$ cat config.mk
export PLATFORM = sky130hd
export DESIGN_NAME = lmsm_sequencer_flat
export DESIGN_NICKNAME = d
export VERILOG_FILES = /design/src/rtl/lmsm_sequencer_if.sv /design/src/rtl/lmsm_sequencer.sv /design/src/flat_wrapper.sv
export SDC_FILE = /design/constraint.sdc
export NUM_CORES = 1
export LEC_CHECK = 0
export ABC_CLOCK_PERIOD_IN_PS = 2900
export CORE_MARGIN = 5
export CORE_UTILIZATION = 44
export DETAILED_ROUTE_END_ITERATION = 8
export GPL_TIMING_DRIVEN = 0
export HOLD_SLACK_MARGIN = 0.03
export PLACE_DENSITY = 0.85
export SYNTH_ARGS = -nofsm -noshare
export SYNTH_HDL_FRONTEND = slang
export SYNTH_SLANG_ARGS = --single-unit
$ cat constraint.sdc
create_clock -name clk -period 2.9 [get_ports clk]
set_input_delay 0.58 -clock clk [delete_from_list [all_inputs] [get_ports clk]]
set_output_delay 0.58 -clock clk [all_outputs]
set_load 0.05 [all_outputs]
$ cat src/rtl/lmsm_sequencer_if.sv
// Controller/datapath bundle for the LM/SM sequencer: launch, status, RF port and memory port.
// master = the sequencer itself; slave = the controller, register file and memory around it.
interface lmsm_sequencer_if #(
  parameter int ADDR_W = 16,
  parameter int DATA_W = 16
);
  logic              start;
  logic              is_store;
  logic [7:0]        reg_mask;
  logic [ADDR_W-1:0] base_addr;
  logic              busy;
  logic              done;
  logic [3:0]        xfer_count;
  logic [2:0]        rf_radd;
  logic [DATA_W-1:0] rf_rdata;
  logic              rf_wen;
  logic [2:0]        rf_wadd;
  logic [DATA_W-1:0] rf_wdata;
  logic              mem_ren;
  logic              mem_wen;
  logic [ADDR_W-1:0] mem_addr;
  logic [DATA_W-1:0] mem_wdata;
  logic [DATA_W-1:0] mem_rdata;
  logic              mem_ready;

  modport master (
    input  start, is_store, reg_mask, base_addr, rf_rdata, mem_rdata, mem_ready,
    output busy, done, xfer_count, rf_radd, rf_wen, rf_wadd, rf_wdata,
           mem_ren, mem_wen, mem_addr, mem_wdata
  );

  modport slave (
    output start, is_store, reg_mask, base_addr, rf_rdata, mem_rdata, mem_ready,
    input  busy, done, xfer_count, rf_radd, rf_wen, rf_wadd, rf_wdata,
           mem_ren, mem_wen, mem_addr, mem_wdata
  );
endinterface

$ cat src/rtl/lmsm_sequencer.sv
// LM/SM sequencer: one memory access per set mask bit, lowest bit first, consecutive addresses.
// Done after 2n+1 (SM) / 3n+1 (LM) cycles with ready high; a request holds in ACCESS until mem_ready.
module lmsm_sequencer #(
  parameter int ADDR_W    = 16,
  parameter int DATA_W    = 16,
  parameter int ADDR_STEP = 1
) (
  input logic              clk,
  input logic              proc_rst,
  lmsm_sequencer_if.master bus
);

  typedef enum logic [2:0] {IDLE, SCAN, ACCESS, WRITE, DONE} state_t;

  state_t            state;
  logic [7:0]        mask_q;
  logic [ADDR_W-1:0] base_q;
  logic              store_q;
  logic [3:0]        count_q;
  logic              busy_q;
  logic              done_q;
  logic              mem_ren_q;
  logic              mem_wen_q;
  logic              rf_wen_q;
  logic [DATA_W-1:0] mem_wdata_q;
  logic [DATA_W-1:0] rf_wdata_q;

  logic [2:0]        idx;
  logic [7:0]        mask_clr;
  logic              last_xfer;

  // Highest index is visited first so the lowest set bit wins.
  always_comb begin
    idx = 3'd0;
    for (int i = 7; i >= 0; i--) begin
      if (mask_q[i]) idx = 3'(i);
    end
  end

  assign mask_clr  = mask_q & ~(8'd1 << idx);
  assign last_xfer = (mask_clr == 8'd0);

  assign bus.busy       = busy_q;
  assign bus.done       = done_q;
  assign bus.xfer_count = count_q;
  assign bus.rf_radd    = idx;
  assign bus.rf_wadd    = idx;
  assign bus.rf_wen     = rf_wen_q;
  assign bus.rf_wdata   = rf_wdata_q;
  assign bus.mem_ren    = mem_ren_q;
  assign bus.mem_wen    = mem_wen_q;
  assign bus.mem_wdata  = mem_wdata_q;
  assign bus.mem_addr   = base_q + ADDR_W'(ADDR_STEP) * ADDR_W'(count_q);

  // Falling-edge state updates keep this block in step with the controller.
  always_ff @(negedge clk or posedge proc_rst) begin
    if (proc_rst) begin
      state       <= IDLE;
      mask_q      <= '0;
      base_q      <= '0;
      store_q     <= 1'b0;
      count_q     <= '0;
      busy_q      <= 1'b0;
      done_q      <= 1'b0;
      mem_ren_q   <= 1'b0;
      mem_wen_q   <= 1'b0;
      rf_wen_q    <= 1'b0;
      mem_wdata_q <= '0;
      rf_wdata_q  <= '0;
    end else begin
      done_q <= 1'b0;
      case (state)
        IDLE: begin
          if (bus.start) begin
            mask_q  <= bus.reg_mask;
            base_q  <= bus.base_addr;
            store_q <= bus.is_store;
            count_q <= '0;
            if (bus.reg_mask == 8'd0) begin
              state  <= DONE;
              done_q <= 1'b1;
            end else begin
              state  <= SCAN;
              busy_q <= 1'b1;
            end
          end
        end
        SCAN: begin
          mem_wdata_q <= bus.rf_rdata;
          mem_wen_q   <= store_q;
          mem_ren_q   <= ~store_q;
          state       <= ACCESS;
        end
        ACCESS: begin
          if (bus.mem_ready) begin
            mem_wen_q <= 1'b0;
            mem_ren_q <= 1'b0;
            if (store_q) begin
              mask_q  <= mask_clr;
              count_q <= count_q + 4'd1;
              if (last_xfer) begin
                state  <= DONE;
                done_q <= 1'b1;
                busy_q <= 1'b0;
              end else begin
                state <= SCAN;
              end
            end else begin
              rf_wdata_q <= bus.mem_rdata;
              rf_wen_q   <= 1'b1;
              state      <= WRITE;
            end
          end
        end
        WRITE: begin
          rf_wen_q <= 1'b0;
          mask_q   <= mask_clr;
          count_q  <= count_q + 4'd1;
          if (last_xfer) begin
            state  <= DONE;
            done_q <= 1'b1;
            busy_q <= 1'b0;
          end else begin
            state <= SCAN;
          end
        end
        DONE:    state <= IDLE;
        default: state <= IDLE;
      endcase
    end
  end

endmodule

$ cat src/flat_wrapper.sv
// flat-port wrapper written by rule: the top's interface ports become plain ports
module lmsm_sequencer_flat 
#(
  parameter int ADDR_W    = 16,
  parameter int DATA_W    = 16,
  parameter int ADDR_STEP = 1
)
  (clk, proc_rst, bus_start, bus_is_store, bus_reg_mask, bus_base_addr, bus_rf_rdata, bus_mem_rdata, bus_mem_ready, bus_busy, bus_done, bus_xfer_count, bus_rf_radd, bus_rf_wen, bus_rf_wadd, bus_rf_wdata, bus_mem_ren, bus_mem_wen, bus_mem_addr, bus_mem_wdata);
  lmsm_sequencer_if #(.ADDR_W(ADDR_W), .DATA_W(DATA_W)) bus_i ();
  input logic clk;
  input logic proc_rst;
  input wire logic [$bits(bus_i.start)-1:0] bus_start;
  input wire logic [$bits(bus_i.is_store)-1:0] bus_is_store;
  input wire logic [$bits(bus_i.reg_mask)-1:0] bus_reg_mask;
  input wire logic [$bits(bus_i.base_addr)-1:0] bus_base_addr;
  input wire logic [$bits(bus_i.rf_rdata)-1:0] bus_rf_rdata;
  input wire logic [$bits(bus_i.mem_rdata)-1:0] bus_mem_rdata;
  input wire logic [$bits(bus_i.mem_ready)-1:0] bus_mem_ready;
  output wire logic [$bits(bus_i.busy)-1:0] bus_busy;
  output wire logic [$bits(bus_i.done)-1:0] bus_done;
  output wire logic [$bits(bus_i.xfer_count)-1:0] bus_xfer_count;
  output wire logic [$bits(bus_i.rf_radd)-1:0] bus_rf_radd;
  output wire logic [$bits(bus_i.rf_wen)-1:0] bus_rf_wen;
  output wire logic [$bits(bus_i.rf_wadd)-1:0] bus_rf_wadd;
  output wire logic [$bits(bus_i.rf_wdata)-1:0] bus_rf_wdata;
  output wire logic [$bits(bus_i.mem_ren)-1:0] bus_mem_ren;
  output wire logic [$bits(bus_i.mem_wen)-1:0] bus_mem_wen;
  output wire logic [$bits(bus_i.mem_addr)-1:0] bus_mem_addr;
  output wire logic [$bits(bus_i.mem_wdata)-1:0] bus_mem_wdata;
  assign bus_i.start = bus_start;
  assign bus_i.is_store = bus_is_store;
  assign bus_i.reg_mask = bus_reg_mask;
  assign bus_i.base_addr = bus_base_addr;
  assign bus_i.rf_rdata = bus_rf_rdata;
  assign bus_i.mem_rdata = bus_mem_rdata;
  assign bus_i.mem_ready = bus_mem_ready;
  assign bus_busy = bus_i.busy;
  assign bus_done = bus_i.done;
  assign bus_xfer_count = bus_i.xfer_count;
  assign bus_rf_radd = bus_i.rf_radd;
  assign bus_rf_wen = bus_i.rf_wen;
  assign bus_rf_wadd = bus_i.rf_wadd;
  assign bus_rf_wdata = bus_i.rf_wdata;
  assign bus_mem_ren = bus_i.mem_ren;
  assign bus_mem_wen = bus_i.mem_wen;
  assign bus_mem_addr = bus_i.mem_addr;
  assign bus_mem_wdata = bus_i.mem_wdata;
  lmsm_sequencer #(.ADDR_W(ADDR_W), .DATA_W(DATA_W), .ADDR_STEP(ADDR_STEP)) u_core (.clk(clk), .proc_rst(proc_rst), .bus(bus_i));
endmodule
==> PnR_summary.wiki, run 1 <==
{| class="wikitable"
! Metric !! Value
|-
| Critical path arrival || 3770 ps
|-
| Port Buffer Count || 123
|-
| HP Class || flip-flop to flip-flop
|-
| H-tree depth || 3
|-
| Via count of the first global-routing pass || 3465
|-
| Area delta synth->final || 89.95%
|-
| Predominant post-synthesis flop cell || sky130_fd_sc_hd__dfrtn_1
|-
| Ranking of synthesized cells by area || sky130_fd_sc_hd__dfrtn_1 52%, sky130_fd_sc_hd__mux2_2 16%, sky130_fd_sc_hd__o21ai_0 2.7%
|-
| Wire length reported by the detailed router || 13340 microns
|-
| Synthesized flop and latch total || 69
|-
| Layout filler cell count || 343
|-
| Mean number of vias per cell || 5.707
|-
| Startpoint-to-endpoint class of the critical path || flip-flop to primary output
|-
| Initial antenna violation count || 0
|-
| Data required time of the critical path || 2320 ps
|-
| Delay of the slowest cell on the worst path || 500 ps
|-
| Fraction of layout instances using a drive strength above 1 || 56.07%
|-
| Remaining global-route overflow || 0
|-
| Portion of the post-synthesis area used by sequential elements || 52.13%
|-
| Summed instance area of the synthesized netlist || 0.003312 sq mm
|-
| Slowest CP cell || sky130_fd_sc_hd__dfrtn_1
|-
| Total iterations of the first detailed-routing run || 5
|-
| Async set-or-reset flop fraction in the synthesized netlist || 100.0%
|-
| Multi-input logic area || 0.002171 sq mm
|-
| Initial DRC Count || 281
|-
| Post-Synthesis Cells || 276
|-
| Root Driver || sky130_fd_sc_hd__clkbuf_8
|-
| Routability cong. || 0.7819
|-
| First-pass GRT wire length || 18630 microns
|-
| Post-route DRC violation count || 0
|-
| Cell area after layout || 0.006291 sq mm
|-
| Slew Limit Fails || 0
|-
| Final worst-path setup slack || -1450 ps
|-
| Routed wire length per instance || 23.12 microns
|-
| Warnings from Yosys || 0
|-
| Max Buffers Root-to-Sink || 2
|-
| Least-Margin Pin Slew || 798.3 ps
|-
| Post-synth EDFFs || 0
|-
| Row cnt || 31
|-
| Run status || complete, but fails checks
|-
| Total of max-cap violations || 0
|-
| Post-synth net total || 343
|-
| Maximum number of pins on one net before global-route repair || 37
|-
| Number of standard cells in the final layout excluding fillers || 577
|-
| Final setup violation count || 64
|-
| Sink Count || 69
|-
| Die extent in y || 96.76 microns
|-
| Critical Path Fanout Max || 6
|-
| Count of inserted antenna diode cells || 0
|-
| Clock latency of the later-clocked register in the worst-skew pair || 330 ps
|-
| Area post-placement || 0.005134 sq mm
|-
| Count of hold-fix buffers inserted at cts || 0
|-
| Max Clock Skew || 9.264 ps
|-
| Ports || 124
|-
| Leading post-synthesis cells by instance count || 69 x sky130_fd_sc_hd__dfrtn_1, 48 x sky130_fd_sc_hd__mux2_2, 18 x sky130_fd_sc_hd__o21ai_0
|-
| Number of vias in the routed layout || 3293
|-
| Die ar. || 0.009363 sq mm
|-
| Total number of nets in the final design || 540
|-
| Area of the core region || 0.007292 sq mm
|-
| Average size of a mapped cell || 12.00 sq um
|-
| Setup repair after global routing missed its margin || true
|-
| Clock edge transition at the registers on the reported setup and hold paths || 60 ps
|-
| Leading area contributor after synthesis || sky130_fd_sc_hd__dfrtn_1
|-
| Number of distinct library cells after synthesis || 41
|-
| Sum of negative setup slack || -27150 ps
|-
| Failing checks || setup timing
|-
| DIE WIDTH || 96.76 microns
|-
| TritonCTS Buffers || 9
|-
| List of cells traversed by the critical path || ha_4 > inv_2 > fa_2 > nor2b_4 > o21ai_4 > a21oi_4 > xor2_4 > buf_6
|-
| DP HPWL || 6887 microns
|-
| TritonCTS clock tree || built
|-
| Number of nets with antenna violations after detailed routing || 0
|-
| Most frequent cell after synthesis || sky130_fd_sc_hd__dfrtn_1
|-
| Fraction of synthesized cell area taken by the top area cell type || 52.13%
|-
| Worst slew margin || 46.67%
|-
| Cell count after placement || 499
|-
| Crit path launch type || flip-flop
|-
| Hold Vio Cnt, Final || 0
|-
| Crit. End Element || primary output
|-
| Register cell area after layout || 0.001727 sq mm
|-
| Starting density of the core || 45.42%
|-
| Total track usage || 24.51%
|}
-- path summary, 6_finish.rpt --
path | start | to | slack, ps | cells after the start
max | u_core.base_q[0] | bus_mem_addr[8] | -1450 | 8
min | u_core.bus.mem_wdata[0] | u_core.bus.mem_wdata[0] | 470 | 1
max reg2reg | u_core.mask_q[0] | u_core.bus.busy | 600 | 5
min reg2reg | u_core.bus.mem_wdata[0] | u_core.bus.mem_wdata[0] | 470 | 1
max in group asynchronous | proc_rst | u_core.bus.busy | 140 | 3
min in group asynchronous | proc_rst | u_core.bus.rf_wdata[15] | 2090 | 2
-- metal layers --
layer	global-route usage [%]	vias up	share of wire [%]
met5	0	-	0
met4	9.719	0	5.1
met3	6.763	80	8.1
met2	41.99	247	50
met1	29.08	1589	36
li1	-	1377	-
-- kinds of logic after synthesis --
logic type / share of synthesized area (%)
buffers and inverters: 3.249
XOR/XNOR: 3.702
AO/OA/AOI/OAI: 12.66
flip-flops: 52.13
AND/OR/NAND/NOR: 9.445
adder cells (fa/ha/maj): 2.493
multiplexers: 16.32
-- layout by cell type, fill, tap and decap left out, types with 3 or more instances in the layout --
master and instances:
sky130_fd_sc_hd__mux2_2 27, sky130_fd_sc_hd__buf_8 8, sky130_fd_sc_hd__nand3_4 4, sky130_fd_sc_hd__buf_12 3
sky130_fd_sc_hd__clkbuf_2 3, sky130_fd_sc_hd__a22o_1 4, sky130_fd_sc_hd__buf_6 77, sky130_fd_sc_hd__mux2_4 21
sky130_fd_sc_hd__nand4_1 3, sky130_fd_sc_hd__clkbuf_8 10, sky130_fd_sc_hd__a21oi_1 9, sky130_fd_sc_hd__buf_4 45
sky130_fd_sc_hd__inv_2 3, sky130_fd_sc_hd__dfrtn_1 69, sky130_fd_sc_hd__o21ai_0 11, sky130_fd_sc_hd__ha_4 4
sky130_fd_sc_hd__nand2_1 14, sky130_fd_sc_hd__a21oi_4 5, sky130_fd_sc_hd__nand3_1 3, sky130_fd_sc_hd__buf_2 6
sky130_fd_sc_hd__xnor2_4 7, sky130_fd_sc_hd__clkdlybuf4s50_1 50, sky130_fd_sc_hd__nor2_1 7, sky130_fd_sc_hd__nor2b_1 4
sky130_fd_sc_hd__o21ai_1 4, sky130_fd_sc_hd__clkinvlp_4 3, sky130_fd_sc_hd__dlygate4sd2_1 3, sky130_fd_sc_hd__inv_1 4
sky130_fd_sc_hd__a21boi_4 4, sky130_fd_sc_hd__xor2_4 6, sky130_fd_sc_hd__a21o_1 4
-- worst max-delay path: cells and delay by family (launching register included) --
family | cells | cell delay [ps]
flops | 1 | 500
compound gates | 2 | 380
buf+inv | 2 | 220
fa+ha+maj | 2 | 530
simple gates | 1 | 180
xor+xnor | 1 | 170
-- timing repair --
item	4_1_cts	5_1_grt
buffers inserted	42	22
gates cloned	3	0
pin swaps	22	16
gates resized for setup	517	30
endpoints found under the setup margin	112	79
-- sequential cells by signal, indices dropped and copies added (netlist names) --
signal,cells
u_core.base_q,16
u_core.bus.mem_wdata,16
u_core.bus.rf_wdata,16
u_core.mask_q,8
u_core.bus.xfer_count,4
u_core.state,3
u_core.bus.busy,1
u_core.bus.done,1
u_core.bus.mem_ren,1
u_core.bus.mem_wen,1
u_core.bus.rf_wen,1
u_core.store_q,1
-- metrics by stage --
step / utilization (%) / hold slack [ps] / setup slack [ps]
floorplan: - / 445.2 / -1380
global placement: 70.13 / 449.1 / -1771
detailed placement: 70.40 / 455.6 / -1819
CTS: 83.05 / 480.1 / -1367
global route: 86.27 / 498.4 / -1484
finish: 86.27 / 474.2 / -1450
-- layout make-up --
type                       count  area share [%]
multi-input combinational    186           34.51
buffer                        10           1.452
clock buffer                  10           2.188
tap                           99           1.969
clock inverter                 6           1.372
timing repair buffer         188           30.41
sequential                    69           27.45
inverter                       9          0.6563
Power of run 1 is left out: the tool's default activity adds up to more than one toggle a clock period on the data nets, which glitch-free logic cannot reach.
==> run 2: changes to the inputs <==
--- a/config.mk
+++ b/config.mk
@@ -8,6 +8,7 @@
 export ABC_CLOCK_PERIOD_IN_PS = 2900
 export CORE_MARGIN = 5
 export CORE_UTILIZATION = 44
+export CTS_CLUSTER_DIAMETER = 100
 export DETAILED_ROUTE_END_ITERATION = 8
 export GPL_TIMING_DRIVEN = 0
 export HOLD_SLACK_MARGIN = 0.03
==> results of run 2 <==
The final DEF is identical to that of run 1; final timing and power are the same.
Power of run 2 is left out for the same reason.
==> run 3: changes to the inputs <==
--- a/config.mk
+++ b/config.mk
@@ -8,7 +8,6 @@
 export ABC_CLOCK_PERIOD_IN_PS = 2900
 export CORE_MARGIN = 5
 export CORE_UTILIZATION = 44
-export CTS_CLUSTER_DIAMETER = 100
 export DETAILED_ROUTE_END_ITERATION = 8
 export GPL_TIMING_DRIVEN = 0
 export HOLD_SLACK_MARGIN = 0.03
==> results of run 3 <==
The final DEF is identical to that of run 1; final timing and power are the same.
Power of run 3 is left out for the same reason.
